<file path="config.mk">
export PLATFORM = sky130hd
export DESIGN_NAME = register_write_scheduler
export DESIGN_NICKNAME = d
export VERILOG_FILES = /design/src/rtl/register_write_scheduler.sv
export SDC_FILE = /design/constraint.sdc
export NUM_CORES = 1
export LEC_CHECK = 0
export ABC_AREA = 1
export BUFFER_PORTS_ARGS = -buffer_cell sky130_fd_sc_hd__buf_4
export CAP_MARGIN = 10
export CORE_MARGIN = 1
export CORE_UTILIZATION = 57
export DETAILED_ROUTE_END_ITERATION = 16
export PLACE_DENSITY_LB_ADDON = 0.25
export REMOVE_ABC_BUFFERS = 1
export SLEW_MARGIN = 20
export SYNTH_ARGS = -nofsm -noshare
export SYNTH_HDL_FRONTEND = slang
export SYNTH_SLANG_ARGS = --single-unit
</file>
<file path="constraint.sdc">
create_clock -name i_Clock -period 3.9 [get_ports i_Clock]
set_clock_uncertainty 0.2 [all_clocks]
set_input_delay 0.975 -clock i_Clock [delete_from_list [all_inputs] [get_ports i_Clock]]
set_output_delay 0.975 -clock i_Clock [all_outputs]
set_load 0.02 [all_outputs]
</file>
<file path="src/rtl/register_write_scheduler.sv">
// Queues register-write commands from the SPI slave and releases them to parameter
// storage only inside a write window that opens on each sample-frame boundary.
module register_write_scheduler #(
  parameter int DEPTH         = 4,
  parameter int WINDOW_CYCLES = 16
) (
  input  logic                     i_Clock,
  input  logic                     i_Reset,
  input  logic                     i_RegisterWriteEnable,
  input  logic [15:0]              i_RegisterWriteNumber,
  input  logic [15:0]              i_RegisterWriteValue,
  input  logic                     i_SampleReady,
  output logic                     o_WriteEnable,
  output logic [1:0]               o_WriteTarget,
  output logic [7:0]               o_WriteAddress,
  output logic [15:0]              o_WriteValue,
  output logic [$clog2(DEPTH):0]   o_QueueCount,
  output logic                     o_Overflow,
  output logic                     o_BadTarget,
  output logic                     o_WindowOpen
);

  localparam int PW = $clog2(DEPTH);
  localparam int CW = PW + 1;

  typedef enum logic {IDLE, WINDOW} state_t;

  // Entry layout: {target[1:0], address[7:0], value[15:0]}
  logic [25:0]   mem [DEPTH];

  state_t        state_q, state_d;
  logic [7:0]    win_cnt_q, win_cnt_d;
  logic [PW-1:0] wr_ptr_q, wr_ptr_d;
  logic [PW-1:0] rd_ptr_q, rd_ptr_d;
  logic [CW-1:0] count_q, count_d;
  logic          prev_en_q, prev_en_d;
  logic          we_q, we_d;
  logic [1:0]    tgt_q, tgt_d;
  logic [7:0]    addr_q, addr_d;
  logic [15:0]   val_q, val_d;
  logic          ovf_q, ovf_d;
  logic          bad_q, bad_d;
  logic          win_open_q, win_open_d;

  logic          detect;
  logic          target_ok;
  logic          push_ok;
  logic          pop;
  logic [25:0]   rd_entry;
  logic [25:0]   wr_entry;

  assign detect    = i_RegisterWriteEnable & ~prev_en_q;
  assign target_ok = (i_RegisterWriteNumber[15:8] <= 8'h02);
  assign pop       = (state_q == WINDOW) && (count_q != '0);
  // A full queue still accepts when the same cycle frees a slot.
  assign push_ok   = detect && target_ok && ((count_q < CW'(DEPTH)) || pop);
  assign wr_entry  = {i_RegisterWriteNumber[9:8], i_RegisterWriteNumber[7:0], i_RegisterWriteValue};
  assign rd_entry  = mem[rd_ptr_q];

  always_comb begin
    state_d    = state_q;
    win_cnt_d  = win_cnt_q;
    wr_ptr_d   = wr_ptr_q;
    rd_ptr_d   = rd_ptr_q;
    count_d    = count_q;
    prev_en_d  = i_RegisterWriteEnable;
    we_d       = pop;
    tgt_d      = tgt_q;
    addr_d     = addr_q;
    val_d      = val_q;
    ovf_d      = ovf_q;
    bad_d      = bad_q;

    if (detect && !target_ok) bad_d = 1'b1;
    if (detect && target_ok && !push_ok) ovf_d = 1'b1;

    if (push_ok) wr_ptr_d = wr_ptr_q + PW'(1);
    if (pop) begin
      rd_ptr_d = rd_ptr_q + PW'(1);
      tgt_d    = rd_entry[25:24];
      addr_d   = rd_entry[23:16];
      val_d    = rd_entry[15:0];
    end

    case ({push_ok, pop})
      2'b10:   count_d = count_q + CW'(1);
      2'b01:   count_d = count_q - CW'(1);
      default: count_d = count_q;
    endcase

    case (state_q)
      IDLE: begin
        if (i_SampleReady) begin
          state_d   = WINDOW;
          win_cnt_d = 8'(WINDOW_CYCLES - 1);
        end
      end
      WINDOW: begin
        if (i_SampleReady) begin
          win_cnt_d = 8'(WINDOW_CYCLES - 1);
        end else if (win_cnt_q == 8'd0) begin
          state_d = IDLE;
        end else begin
          win_cnt_d = win_cnt_q - 8'd1;
        end
      end
      default: state_d = IDLE;
    endcase

    win_open_d = (state_d == WINDOW);
  end

  always_ff @(posedge i_Clock) begin
    if (i_Reset) begin
      state_q    <= IDLE;
      win_cnt_q  <= 8'd0;
      wr_ptr_q   <= '0;
      rd_ptr_q   <= '0;
      count_q    <= '0;
      prev_en_q  <= 1'b1;  // an enable held through reset must not look like a new edge
      we_q       <= 1'b0;
      tgt_q      <= 2'd0;
      addr_q     <= 8'd0;
      val_q      <= 16'd0;
      ovf_q      <= 1'b0;
      bad_q      <= 1'b0;
      win_open_q <= 1'b0;
    end else begin
      state_q    <= state_d;
      win_cnt_q  <= win_cnt_d;
      wr_ptr_q   <= wr_ptr_d;
      rd_ptr_q   <= rd_ptr_d;
      count_q    <= count_d;
      prev_en_q  <= prev_en_d;
      we_q       <= we_d;
      tgt_q      <= tgt_d;
      addr_q     <= addr_d;
      val_q      <= val_d;
      ovf_q      <= ovf_d;
      bad_q      <= bad_d;
      win_open_q <= win_open_d;
    end
  end

  // Storage has no reset; resetting the pointers and count discards the contents.
  always_ff @(posedge i_Clock) begin
    if (push_ok && !i_Reset) mem[wr_ptr_q] <= wr_entry;
  end

  assign o_WriteEnable  = we_q;
  assign o_WriteTarget  = tgt_q;
  assign o_WriteAddress = addr_q;
  assign o_WriteValue   = val_q;
  assign o_QueueCount   = count_q;
  assign o_Overflow     = ovf_q;
  assign o_BadTarget    = bad_q;
  assign o_WindowOpen   = win_open_q;

endmodule

</file>
; Word level (Yosys, flattened, before mapping)
; Memories as Yosys holds them, arrays and structs flattened. A register that Yosys moved wholly into a read port is not among the register bits.
; Cells that the tools add are included.
; W data, S select, Z words.
[word_totals]
wordCells = 49
mem_bits_rw = 104
register_bits = 20
out_inout_bits = 33
n_memories = 1
in_bits = 36
[classes]
bitwise_logic = 3
addsub = 5
order_cmp = 2
n_eq_ne = 4
mux = 11
reduce_logical = 14
[mem_list]
columns = memory, depth, word_bits, read_ports, rd_ports_with_merged_regs, wr, line
row1 = mem, 4, 26, 1, 1, 1, 29  ; logic [25:0] mem [DEPTH];
[op_table]
columns = operator, count
row1 = $mux W8, 3
row2 = $pmux W8 S2, 1
row3 = $le A8 B2 Y1 const B, 1
row4 = $logic_not A8 Y1, 1
row5 = $sub A8 B1 Y8 const B, 1
row6 = $logic_and A1 B1 Y1, 6
row7 = $pmux W3 S2, 1
row8 = $mux W1, 5
row9 = $add A2 B1 Y2 const B, 2
row10 = $add A3 B1 Y3 const B, 1
row11 = $logic_not A1 Y1, 3
row12 = $lt A3 B3 Y1 const B, 1
row13 = $ne A3 B3 Y1 const B, 1
row14 = $reduce_bool A3 Y1, 1
row15 = $sub A3 B1 Y3 const B, 1
row16 = $eq A2 B1 Y1 const B, 1
row17 = $eq A2 B2 Y1 const B, 1
row18 = $ne A2 B2 Y1 const B, 1
row19 = $not A1 Y1, 2
row20 = $pmux W1 S2, 1
row21 = $reduce_and A2 Y1, 1
row22 = $reduce_bool A2 Y1, 1
row23 = $and A1 B1 Y1, 1
row24 = $logic_or A1 B1 Y1, 1

; Logic depth before layout (Yosys ltp)
; Gate-level depths: netlist of run 1.
[logic_depth]
ltp_word = 7
mapped_depth = 13
ltp_nobuf = 12

; Worst setup path after synthesis of run 1
; No wires, ideal clock.
[synth_timing]
path_type = input to register
from = input port i_RegisterWriteNumber[13]
to = memory mem[0][0], enable pin
setup_time_ps = 409
t_arrival_ps = 2776
stages = 6
path_slack_ps = 515
n_path_buf = 0
path_cell_list = nor2_1 -> nand2_1 -> nor2_2 -> o211ai_2 -> or2_4 -> nor2_1
[synth_via]
elab_chain_len = 6
[synth_rtl]
columns = element, line
row1 = from (decl), 10  ; input logic [15:0] i_RegisterWriteNumber,
row2 = $le A8 B2 Y1, 53  ; assign target_ok = (i_RegisterWriteNumber[15:8] <= 8'h02);
row3 = $logic_and A1 B1 Y1 (2 in a row), 56  ; assign push_ok = detect && target_ok && ((count_q < CW'(DEPTH)) || pop);
row4 = $logic_and A1 B1 Y1, 147  ; if (push_ok && !i_Reset) mem[wr_ptr_q] <= wr_entry;
row5 = $mux W1, 147
row6 = $mux W1 (implied by the code), 147
row7 = to (decl), 29
; Every way passes these cells.

; Worst setup path in the final report of run 1
[layout_timing]
from = register count_q[1] (netlist: o_QueueCount[1])
to = register count_q[2] (netlist: o_QueueCount[2])
[layout_via]
elab_chain_len = 6
[layout_rtl]
columns = element, line
row1 = from (decl), 35  ; logic [CW-1:0] count_q, count_d;
row2 = from (signal assigned), 133  ; count_q <= count_d;
row3 = branches (longest 6 deep; another with $lt A3 B3 Y1), n/a
; Several ways; the timed one is not identified.
; A chain may end at the register's enable or synchronous reset.

==> results of run 1 <==
[worst paths after layout]
path                      to  cells after the start
max          o_QueueCount[2]                     13
min               o_Overflow                      2
max reg2reg  o_QueueCount[2]                     13
min reg2reg       o_Overflow                      2
[cells in the final DEF (no fill, tap or decap), types with 3 or more instances in the layout]
master	Yosys	routed
nor2_1	139	135
a21oi_1	6	6
buf_4	1	76
ha_1	6	6
clkinvlp_4	0	4
inv_6	0	5
o21ai_0	83	83
nand3_1	6	6
inv_1	26	26
nor3_1	3	3
o22ai_1	26	26
clkbuf_16	0	16
o21ai_1	6	6
nand2_1	39	39
inv_2	5	5
nor2_2	2	6
edfxtp_1	104	104
dfxtp_1	46	45
[power by group through the flow]
stage | clock [mW] | combinational [mW] | sequential, mW
finish | 1.55 | 0.110 | 1.72
detailed placement | 0 | 0.110 | 1.75
global route | 1.64 | 0.126 | 1.72
floorplan | 0 | 0.0506 | 1.75
global placement | 0 | 0.106 | 1.75
CTS | 1.57 | 0.111 | 1.72
[cell type report]
class | count | share of cell area
Clock inverter | 13 | 0.0206
Multi-Input combinational cell | 324 | 0.219
Timing Repair Buffer | 76 | 0.0815
Sequential cell | 150 | 0.578
Tap cell | 133 | 0.0238
Inverter | 31 | 0.0166
Clock buffer | 19 | 0.0602
[kinds of logic after synthesis]
kind of cell / after synthesis / synth area share
adders and majority gates: 7 / 0.0164
buffers and inverters: 56 / 0.0397
and+or+nand+nor: 195 / 0.134
DFF: 150 / 0.697
AOI/OAI and AO/OA: 122 / 0.112
[state kept, by name, summed over array words and instances (netlist names)]
name and flops:
o_BadTarget 1, wr_ptr_q 2, o_WriteTarget 2, o_WriteAddress 8, o_WindowOpen 1, o_Overflow 1
o_WriteEnable 1, o_QueueCount 3, mem 104, win_cnt_q 8, prev_en_q 1, o_WriteValue 16
rd_ptr_q 2
[through the flow]
stage               utilization  std cells
finish                    0.713        746
floorplan                     -        505
global placement          0.655        714
CTS                       0.713        746
global route              0.713        746
detailed placement        0.655        714
[critical path: stages, from the launching register on]
cell and delay (ns):
dfxtp_1 0.37, inv_1 0.09, nand3_1 0.09, nand2_1 0.05, buf_4 0.25, inv_2 0.44, ha_1 0.26, inv_1 0.08
fa_1 0.38, nor2_1 0.11, nor2_1 0.05, nand2_1 0.07, o21ai_0 0.07, a21oi_1 0.17
[cell usage after synthesis, types with 2 or more instances]
cell type | number | area, sq um
a21oi_1 | 6 | 30.0
buf_2 | 11 | 55.1
clkbuf_1 | 11 | 41.3
clkbuf_2 | 2 | 10.0
dfxtp_1 | 46 | 921
edfxtp_1 | 104 | 3120
ha_1 | 6 | 75.1
inv_1 | 26 | 97.6
inv_2 | 5 | 18.8
nand2_1 | 39 | 146
nand3_1 | 6 | 30.0
nand4_1 | 2 | 12.5
nor2_1 | 139 | 522
nor2_2 | 2 | 12.5
nor3_1 | 3 | 15.0
o21ai_0 | 83 | 415
o21ai_1 | 6 | 30.0
o22ai_1 | 26 | 163
[per-layer routing]
metal	routed length, um	global-route usage
met1	4900	0.302
met2	6220	0.427
met3	732	0.0644
met4	89	0.0953
met5	0	0
==> metrics.csv, run 1 <==
metric;value;unit
status;completed;
LEAKAGE;2.66;nW
CTS root buffer;clkbuf_8;
FF-to-FF setup slack;1.14;ns
Final Total Pwr;3.38;mW
Reg clk slew, reported paths;0.07;ns
Comb power frac;0.033;
RSZ-0062 raised after global routing;false;
layout cells sized above 1;0.201;
area of the multi-input gates;1540;sq um
Crit. End Element;register;
DIE AREA;10600;sq um
Clock Path Buffers;2;
Crit path required time;4.14;ns
Hold Vio Cnt, Final;0;
Layout Area Growth over Synthesis;20.7;%
cts bufs inserted;17;
DR iter-0 viols;301;
Max Slew Vio Count;0;
Nets;643;
Clock Latency Late Sink;0.51;ns
min Tclk post-route;2.76;ns
synth warn;0;
I/O pins;69;
CTS resizes;0;
Die Y;103;um
register area share after synthesis;0.697;
DRC;0;
Starting Density;0.591;
Critical Path Fanout Max;29;
internal power;2.67;mW
Placed Area;6430;sq um
GR Overflow Total;0;
Post-DP HPWL;6.88;mm
Hold Crit Start;o_Overflow;
via count;4104;
Post-synth EDFFs;104;
port bufs;68;
Post-Syn Area;5800;sq um
final WL;11.9;mm
pwr dens;483;nW/um^2
drt pass-1 iters;5;
Layout fillers;681;
H-tree Lvls;4;
Critical Path AT;3.01;ns
crit path launch type;register;
fin crit share;0.708;
largest net degree at the start of global routing;55;
Clk pwr share;0.459;
Psw;0.708;mW
kind of critical path;register to register;
CTS tree;yes;
vias in the first global route;4079;
Placeable Area;9820;sq um
Flop pwr share;0.508;
postcts setup bufs;0;
initial antenna violation count;0;
worst-margin pin slew;1.07;ns
All-Layer GR Usage;0.248;
maxcap violations;0;
Synth async-reset ratio;0;
ys flop type;edfxtp_1;
Worst setup startpoint;o_QueueCount[1];
Fin Hold WS;0.253;ns
Worst IR Drop VDD;335;uV
Synth cell types;25;
dpl ws;0.945;ns
Avg Synthesized Cell Area;10.9;sq um
Achievable Freq;362;MHz
clock sink total;150;
setup slack after layout;1.14;ns
Sw Ratio;0.209;
first-pass GRT wire length;19.2;mm
cells after synthesis;530;
ant diodes;0;
Slew HR;0.289;
DR vias/cell;5.50;
Site Rows;36;
Routed WL per cell;16.0;um
worst hold path class;register to register;
setup violators final;0;
R2R Path Start;o_QueueCount[1];
Storage cell area;4050;sq um
Die Width;103;um
cts hold-fix bufs;0;
setup TNS;0;ns
Final ANT Viol Nets;0;
Yosys reg bits;150;
Final Cell Area;7000;sq um
GP Congestion;0.792;
No activity file was read; power rests on OpenSTA's default activity.
==> run 2, diff against run 1 <==
Settings changed: ABC_AREA 1 to 0, CORE_UTILIZATION 57 to 52.
Clock period 3.9 ns to 2.3 ns, I/O delays scaled along.
==> run 2 against run 1 <==
  * Routed wire length fell by 12%
  * Worst hold slack worse by 0.21 ns
  * Total power up 74%
  * Largest power group unchanged
  * Clock power rose by 80%
  * Synthesized cell count down 39%
  * Combinational power is 62% higher
==> metrics.csv, run 2 <==
metric;value;unit;change
status;completed;;
postcts setup bufs;0;;unchanged
Die Y;106;um;+2.9%
Critical Path AT;2.47;ns;-0.54 ns
layout cells sized above 1;0.384;;+0.184
Max Slew Vio Count;0;;unchanged
Critical Path Fanout Max;2;;-93%
Achievable Freq;451;MHz;
Crit. End Element;register;;
ant diodes;0;;unchanged
Die Width;106;um;+2.9%
final WL;10.5;mm;-12%
Biggest register;mem;;
Reg clk slew, reported paths;0.07;ns;about the same
CP Buf/Inv Count;3;;-1
CP max stage cell;or4_4;;
crit path launch type;input port;;
cells after synthesis;322;;-39%
clock sink total;150;;unchanged
Final ANT Viol Nets;0;;unchanged
H-tree Lvls;4;;unchanged
Slew HR;0.531;;+0.242
vias in the first global route;3364;;-18%
commonest non-fill, non-tap cell in the layout;edfxtp_1;;
Worst IR Drop VDD;671;uV;+100%
port bufs;68;;unchanged
RSZ-0062 raised after global routing;true;;
most frequent cells after synthesis;edfxtp_1, dfxtp_1, a22o_1, mux4_2, inv_1;;
R2R Path Start;o_WindowOpen;;
Post-Syn Area;5610;sq um;-3.2%
Reg2Reg Capture Point;o_QueueCount[2];;
ys flop type;edfxtp_1;;
setup violators final;0;;unchanged
first-pass GRT wire length;17.1;mm;-11%
worst-margin pin slew;0.698;ns;-0.368 ns
cell family with most CP delay;simple AND/OR/NAND/NOR gates;;
Hold Crit Start;i_RegisterWriteNumber[5];;
maxcap violations;0;;unchanged
Post-DP HPWL;6.35;mm;-7.6%
via count;3225;;-21%
Fin Hold WS;0.0447;ns;-0.208 ns
most common cell in the netlist;edfxtp_1;;
DRC;0;;unchanged
GR Overflow Total;0;;unchanged
Nets;462;;-28%
Yosys reg bits;150;;unchanged
CTS tree;yes;;
Post-synth EDFFs;104;;unchanged
cell taking the most area after synthesis;edfxtp_1;;
Placeable Area;10400;sq um;+6.1%
register area share after synthesis;0.721;;+0.0233
synth top area cells;edfxtp_1, dfxtp_1, mux4_2, a22o_1, ha_1;;
Hold Crit Depth;1;;-1
DR iter-0 viols;206;;-32%
drt pass-1 iters;4;;-1
DIE AREA;11200;sq um;+5.9%
cell mode on critical path;inv_1;;
All-Layer GR Usage;0.211;;-0.0371
FF-to-FF setup slack;0.13;ns;-1.01 ns
fin crit share;0.963;;
Crit path required time;2.56;ns;-1.58 ns
min Tclk post-route;2.21;ns;
Worst Hold End;mem[2][21];;
Clock Latency Late Sink;0.52;ns;about the same
kind of critical path;input port to register;;
worst hold path class;input port to register;;
cts bufs inserted;17;;unchanged
Synth top area share;0.557;;+0.0180
DR vias/cell;5.68;;+3.2%
pwr dens;821;nW/um^2;+70%
Site Rows;37;;+2.8%
Layout Area Growth over Synthesis;27.5;%;
worst r2r path cells;8;;-5
CP max stage delay;0.55;ns;+0.11 ns
Synth cell types;39;;+56%
Final Total Pwr;5.88;mW;+74%
Starting Density;0.539;;-0.0519
synth warn;0;;unchanged
Avg Synthesized Cell Area;17.4;sq um;+59%
I/O pins;69;;unchanged
max FFs per register;104;;unchanged
most frequent cells in the layout;edfxtp_1, buf_4, dfxtp_1, mux4_2, a22o_1;;
setup TNS;0;ns;unchanged
Synth async-reset ratio;0;;unchanged
Clock Path Buffers;2;;unchanged
Hold Vio Cnt, Final;0;;unchanged
GP Congestion;0.791;;-0.11%
cells traversed along the worst timing path;buf_4 -> or4_4 -> nor4_4 -> inv_1 -> ha_1 -> inv_1 -> fa_1 -> xor2_1 -> or3_1 -> a21oi_1;;
initial antenna violation count;0;;unchanged
Routed WL per cell;18.5;um;+15%
LEAKAGE;2.51;nW;-5.6%
CTS root buffer;clkbuf_8;;
largest net degree at the start of global routing;28;;-49%
-- run 2: metrics by stage --
stage,setup WS (ns),area (sq um),utilization,std cells
after global routing,-0.00215,7160,0.687,568
after CTS,0.0194,7150,0.686,568
final,0.0852,7160,0.687,568
after detailed placement,-0.610,6540,0.628,536
after floorplan,-1.30,5550,-,307
after global placement,-0.531,6540,0.628,536
-- run 2: worst max path at each step --
stage	from	end	cells after the start
final	i_RegisterWriteNumber[12]	o_QueueCount[2]	10
after global routing	i_RegisterWriteNumber[12]	o_QueueCount[2]	10
after CTS	o_QueueCount[2]	o_QueueCount[2]	9
after detailed placement	i_RegisterWriteNumber[12]	o_QueueCount[2]	10
after global placement	i_RegisterWriteNumber[12]	o_QueueCount[2]	10
after floorplan	o_WindowOpen	mem[0][0]	3
-- run 2: layout make-up --
type	instances	area (sq um)
Sequential cell	150	4050
Fill cell	711	3260
Multi-Input combinational cell	143	1480
Timing Repair Buffer	93	802
Clock buffer	19	422
Clock inverter	13	183
Tap cell	136	170
Inverter	14	52.6
-- run 2: timing repair --
| item | in CTS | in global routing |
|---|---|---|
| pin swaps | 1 | 0 |
| gates cloned | 0 | 0 |
| hold buffers | 0 | 0 |
| gates resized for setup | 1 | 3 |
| hold endpoints to repair | 0 | 0 |
| endpoints found under the setup margin | 1 | 1 |
-- run 2: power breakdown --
part	total, mW	switching [mW]	internal (mW)
sequential	2.91	0.0118	2.89
combinational	0.178	0.0917	0.0863
clock	2.79	1.04	1.76
total	5.88	1.14	4.74
-- run 2: per-layer routing --
| layer | up-vias | global-route usage | wire length, um |
|---|---|---|---|
| met5 | - | 0 | 0 |
| met4 | 0 | 0.0893 | 206 |
| met3 | 19 | 0.0625 | 596 |
| met2 | 88 | 0.354 | 5550 |
| met1 | 1645 | 0.254 | 4140 |
| li1 | 1473 | - | - |
-- run 2: kinds of logic (layout without fill, tap and decap cells) --
kind of cell	count (synthesis)	after routing	synth area share
AOI/OAI and AO/OA	53	53	0.0716
xor gates and xnor gates	4	4	0.00624
DFF	150	150	0.721
and+or+nand+nor	50	50	0.0537
adders and majority gates	7	7	0.0169
muxes	29	29	0.110
buffers and inverters	29	139	0.0210
